$ cat src/rtl/mdio_arbitro.sv
// ============================================================================
// mdio_arbitro : round-robin arbiter/sequencer feeding one generador_mdio
// Rev 1.0 - initial release
// ============================================================================
`default_nettype none

module mdio_arbitro #(
  parameter  int NUM_REQ    = 4,
  parameter  int TXN_CYCLES = 136,
  parameter  int GAP_CYCLES = 4,
  localparam int ID_W       = $clog2(NUM_REQ)
) (
  input  logic                 clk,
  input  logic                 reset,
  input  logic [NUM_REQ-1:0]   req_valid,
  input  logic [32*NUM_REQ-1:0] req_frame,
  output logic [NUM_REQ-1:0]   req_ready,
  output logic [NUM_REQ-1:0]   req_done,
  output logic                 start_stb,
  output logic [31:0]          transaccion,
  output logic [ID_W-1:0]      grant_id,
  output logic                 busy
);

  localparam int CNT_MAX = (TXN_CYCLES > GAP_CYCLES) ? TXN_CYCLES : GAP_CYCLES;
  localparam int CNT_W   = $clog2(CNT_MAX + 1);
  localparam logic [CNT_W-1:0] TXN_LOAD = CNT_W'(TXN_CYCLES - 1);
  localparam logic [CNT_W-1:0] GAP_LOAD = (GAP_CYCLES > 0) ? CNT_W'(GAP_CYCLES - 1) : '0;

  typedef enum logic [1:0] {
    ST_IDLE = 2'd0,
    ST_WAIT = 2'd1,
    ST_GAP  = 2'd2
  } state_t;

  state_t              state_q, state_d;
  logic [ID_W-1:0]     ptr_q, ptr_d;
  logic [CNT_W-1:0]    cnt_q, cnt_d;
  logic [31:0]         transaccion_q, transaccion_d;
  logic [ID_W-1:0]     grant_id_q, grant_id_d;
  logic [NUM_REQ-1:0]  req_ready_q, req_ready_d;
  logic [NUM_REQ-1:0]  req_done_q, req_done_d;
  logic                start_stb_q, start_stb_d;
  logic                busy_q, busy_d;

  logic                found;
  logic [ID_W-1:0]     grant_sel;
  logic [ID_W:0]       probe;

  // First valid requester at or after ptr, wrapping around NUM_REQ.
  always_comb begin
    found     = 1'b0;
    grant_sel = '0;
    probe     = '0;
    for (int k = 0; k < NUM_REQ; k++) begin
      probe = {1'b0, ptr_q} + (ID_W+1)'(k);
      if (probe >= (ID_W+1)'(NUM_REQ)) begin
        probe = probe - (ID_W+1)'(NUM_REQ);
      end
      if (!found && req_valid[probe[ID_W-1:0]]) begin
        found     = 1'b1;
        grant_sel = probe[ID_W-1:0];
      end
    end
  end

  always_comb begin
    state_d       = state_q;
    ptr_d         = ptr_q;
    cnt_d         = cnt_q;
    transaccion_d = transaccion_q;
    grant_id_d    = grant_id_q;
    req_ready_d   = '0;
    req_done_d    = '0;
    start_stb_d   = 1'b0;

    case (state_q)
      ST_IDLE: begin
        if (found) begin
          transaccion_d          = req_frame[32*grant_sel +: 32];
          grant_id_d             = grant_sel;
          req_ready_d[grant_sel] = 1'b1;
          start_stb_d            = 1'b1;
          ptr_d   = (grant_sel == ID_W'(NUM_REQ - 1)) ? '0 : grant_sel + ID_W'(1);
          cnt_d   = TXN_LOAD;
          state_d = ST_WAIT;
        end
      end
      ST_WAIT: begin
        if (cnt_q == '0) begin
          req_done_d[grant_id_q] = 1'b1;
          cnt_d   = GAP_LOAD;
          state_d = (GAP_CYCLES == 0) ? ST_IDLE : ST_GAP;
        end else begin
          cnt_d = cnt_q - CNT_W'(1);
        end
      end
      ST_GAP: begin
        if (cnt_q == '0) begin
          state_d = ST_IDLE;
        end else begin
          cnt_d = cnt_q - CNT_W'(1);
        end
      end
      default: state_d = ST_IDLE;
    endcase

    // Registered from the next state so busy is already high in the strobe cycle.
    busy_d = (state_d != ST_IDLE);
  end

  always_ff @(posedge clk) begin
    if (reset) begin
      state_q       <= ST_IDLE;
      ptr_q         <= '0;
      cnt_q         <= '0;
      transaccion_q <= '0;
      grant_id_q    <= '0;
      req_ready_q   <= '0;
      req_done_q    <= '0;
      start_stb_q   <= 1'b0;
      busy_q        <= 1'b0;
    end else begin
      state_q       <= state_d;
      ptr_q         <= ptr_d;
      cnt_q         <= cnt_d;
      transaccion_q <= transaccion_d;
      grant_id_q    <= grant_id_d;
      req_ready_q   <= req_ready_d;
      req_done_q    <= req_done_d;
      start_stb_q   <= start_stb_d;
      busy_q        <= busy_d;
    end
  end

  assign req_ready   = req_ready_q;
  assign req_done    = req_done_q;
  assign start_stb   = start_stb_q;
  assign transaccion = transaccion_q;
  assign grant_id    = grant_id_q;
  assign busy        = busy_q;

endmodule

`default_nettype wire

$ cat config.mk
export PLATFORM = sky130hd
export DESIGN_NAME = mdio_arbitro
export DESIGN_NICKNAME = d
export VERILOG_FILES = /design/src/rtl/mdio_arbitro.sv
export SDC_FILE = /design/constraint.sdc
export NUM_CORES = 1
export LEC_CHECK = 0
export ABC_AREA = 0
export BUFFER_PORTS_ARGS = -buffer_cell sky130_fd_sc_hd__buf_2
export CORE_MARGIN = 10
export CORE_UTILIZATION = 45
export CTS_BUF_LIST = sky130_fd_sc_hd__clkbuf_2
export DETAILED_ROUTE_END_ITERATION = 6
export GPL_TIMING_DRIVEN = 0
export HOLD_SLACK_MARGIN = 0.02
export MAX_ROUTING_LAYER = met4
export PLACE_DENSITY = 0.92
export SLEW_MARGIN = 30
export SYNTH_ARGS = -nofsm -noshare
export SYNTH_HDL_FRONTEND = slang
export SYNTH_SLANG_ARGS = --single-unit
$ cat constraint.sdc
create_clock -name clk -period 2.1 [get_ports clk]
set_input_delay 0.21 -clock clk [delete_from_list [all_inputs] [get_ports clk]]
set_output_delay 0.21 -clock clk [all_outputs]
set_load 0.05 [all_outputs]
==> run_results.csv <==
group,metric,value,unit
finish,fillers,611,
power,netSwitchingPower,2110,uW
cts,clk_path_buf_depth,2,
yosys,synth-simple-area-share,20.1,%
sta,finalCritPeriodShare,95.7,%
die,ioPinCount,178,
worst_setup_path,worstSetupPathType,"reg -> reg",
power,seq_power_share,33.5,%
worst_setup_path,cp_max_fo,7,
power,power_density,880,nW/um^2
yosys,synthMuxAreaShare,10.0,%
worst_setup_path,r2r-end,"cnt_q[4]",
detailed_routing,wl_per_cell,18.5,um
worst_hold_path,worstHoldPathType,"in -> reg",
finish,multi_input_area,2080,um^2
yosys,yosysTopAreaCell,"dfxtp_1",
worst_setup_path,regToRegSetupSlack,0.09,ns
finish,diodes,0,
detailed_routing,drt_iter0_markers,170,
worst_setup_path,critPathArrivalTime,2.46,ns
sta,drv_slew,0,
cts,htreeDepth,2,
die,core_area,7210,um^2
yosys,ys_ff_latch,56,
cts,clock_sinks,56,
yosys,yosysSeqAreaShare,33.9,%
yosys,yosysWarnings,0,
yosys,synthCells,395,
global_route,grt_pass1_vias,4198,
detailed_routing,routed_wl,13.3,mm
yosys,synth_top_area_share,33.9,%
worst_hold_path,whs_path_depth,3,
cts,numCtsBuffers,5,
sta,setup_ws,0.0911,ns
sta,fmax,0.498,GHz
worst_setup_path,worstSetupStartpointType,"register",
die,die_w,106,um
yosys,ys_types,48,
die,dieHeight,106,um
detailed_routing,drc,0,
sta,timing.hold.ws,0.0275,ns
cts,clockRootBuffer,"clkbuf_2",
place,gp_congestion,0.863,
worst_setup_path,path_buf_inv,1,
global_route,grt_pass1_wl,20.3,mm
power,internal_power,2180,uW
global_route,grt_overflow,0,
sta,fin_tns_setup,0,ns
sta,finalCriticalPeriod,2.01,ns
detailed_routing,vias,4032,
sta,slew_headroom,60.7,%
detailed_routing,ant_nets,0,
power,comb_power_share,55.2,%
worst_setup_path,worstPathRequired,2.55,ns
sta,hold_viol_final,0,
yosys,synth_area_leaders,"dfxtp_1 (34%), mux2i_1 (9.7%), a21boi_0 (7.3%)",
finish,syn_to_final_growth,47.5,%
place,placement.io_buffers,177,
detailed_routing,first_pass_iters,5,
place,hpwl,9.51,mm
yosys,synth_compound_area_share,27.1,%
yosys,avgSynthCellArea,8.37,um^2
worst_setup_path,ff2ff_path_depth,7,
power,total_power,4290,uW
yosys,syn_nets,539,
worst_setup_path,crit_path_max_incr_delay,0.47,ns
global_route,antenna_found_initial,0,
yosys,synth_most_common_cell,"dfxtp_1",
yosys,synth_commonest_cells,"dfxtp_1 (56), nand2_1 (47), and3_1 (38)",
yosys,synth_adder_area_share,3.79,%
die,row_count,31,
run_status,status,"complete, no violations",
place,post-place-ws,-0.235,ns
power,power_leakage,0.00234,uW
cts,clock_latency,0.48,ns
detailed_routing,drt-vias-per-instance,5.59,
place,postPlaceCellArea,4320,um^2
die,start_util,45.8,%
yosys,synth_top_family_by_area,"compound AO/OA/AOI/OAI gates",
sta,finalSetupViolations,0,
yosys,synthArstFlopShare,0,%
yosys,synth_area,3310,um^2
sta,rsz0062_at_grt,"true",
worst_setup_path,crit_slowest_cell,"or4b_1",
worst_setup_path,cp_top_family,"simple AND/OR/NAND/NOR gates",
yosys,synthFlopType,"dfxtp_1",
worst_hold_path,hold_path_end,"transaccion[14]",
worst_setup_path,r2r_start,"state_q[0]",
worst_setup_path,cp-end-kind,"register",
power,sw_frac_of_total,49.2,%
die,dieArea,11200,um^2
finish,layout-drive-gt1-share,37.1,%
power,ir_worst_vdd,475,uV
cts,cts_tree,"built",
global_route,grt_max_degree,20,
yosys,synth_xor_xnor_area_share,0,%
finish,fin_area,4880,um^2
sta,finalClockSkew,0.0214,ns
flow_run,maxCapViolCount,0,
global_route,grtUsageTotal,22.4,%
cts,clk_pin_slew,0.32,ns
worst_setup_path,critPathLaunch,"state_q[0]",
sta,tightestPinTransition,0.585,ns
finish,final-seq-area,1130,um^2
worst_hold_path,worstHoldStart,"req_frame[46]",
finish,final_nets,765,
yosys,synth_edf_count,0,
power,clkPwrFrac,11.3,%
worst_setup_path,crit_chain,"inv_1 -> ha_2 -> or2_2 -> nand2_1 -> nor3_4 -> or4b_1 -> a21oi_2",
## area by class of cell
| cell class | instances | share of cell area, % |
|---|---|---|
| clock inverters | 3 | 0.539 |
| plain buffers | 30 | 3.00 |
| flip-flops and latches | 56 | 23.1 |
| repair buffers | 220 | 26.9 |
| inverters | 9 | 0.744 |
| multi-input cells | 299 | 42.6 |
| clock buffers | 5 | 0.513 |
| well taps | 99 | 2.54 |
## how the worst max path moves through the flow
stage                       to  slack [ns]  cells after the start
6_report              cnt_q[4]        0.09                      7
5_1_grt        transaccion[14]       -0.02                      7
4_1_cts        transaccion[21]        0.01                      8
3_5_place_dp   transaccion[21]       -0.23                      8
3_3_place_gp   transaccion[27]       -0.17                      8
2_1_floorplan         cnt_q[3]        0.22                      8
## registers in the layout (all words and copies together) (netlist names)
signal and count:
busy 1, cnt_q 8, grant_id 2, ptr_q 2, req_done 4, req_ready 4, start_stb 1, state_q 2
transaccion 32
## per-layer routing
metal | global-route usage [%] | share of wire (%) | vias up
met1 | 24.2 | 39 | 1894
met2 | 38.9 | 51 | 204
li1 | - | - | 1893
met4 | 8.61 | 3.3 | 0
met3 | 5.42 | 7.3 | 41
met5 | - | 0 | -
## power by group through the flow
| stage | combinational, uW | sequential (uW) | clock (uW) |
|---|---|---|---|
| after floorplan | 924 | 2110 | 0 |
| after detailed placement | 2210 | 1450 | 0 |
| after global placement | 2160 | 1430 | 0 |
| final | 2370 | 1440 | 484 |
| after CTS | 2280 | 1430 | 492 |
| after global routing | 2530 | 1470 | 542 |
## through the flow
stage                     instances  utilization [%]
after floorplan                 395                -
after global placement          671             59.8
after detailed placement        671             59.8
after CTS                       709             65.0
after global routing            721             67.6
final                           721             67.6
## tightest hold or removal path: stages
cell      delay [ns]
buf_2           0.07
mux2i_1         0.05
o211ai_1        0.15
## cell families (layout without fill, tap and decap cells)
family,count (synthesis),count (layout)
buf+inv,40,267
fa+ha+maj,10,10
compound gates,133,133
simple gates,123,123
flops,56,56
mux,33,33
## cells in the final DEF (no fill, tap or decap), types with 2 or more instances in the layout
cell type	count
dfxtp_2	3
inv_6	2
nor2b_1	4
nand2_1	46
clkbuf_1	10
o21ai_0	24
a21boi_0	32
inv_1	8
dfxtp_1	52
o21bai_1	2
and3_1	38
nand4_1	2
a31oi_1	3
a21oi_1	9
buf_2	187
ha_1	7
dlygate4sd3_1	42
o21ai_1	15
nand3_1	4
and2_1	2
nor3_1	5
o211ai_1	32
or2_2	2
a21oi_2	2
a311oi_1	2
clkbuf_2	13
nor2_1	7
mux2i_1	32
ha_2	2
## timing repair
item | CTS | global route
pin swaps | 1 | 1
gates resized for setup | 6 | 29
hold endpoints to repair | 20 | 8
setup buffers | 0 | 1
cloned | 0 | 0
hold buffers | 30 | 12
endpoints found under the setup margin | 31 | 36
(Power assumes the default switching activity.)
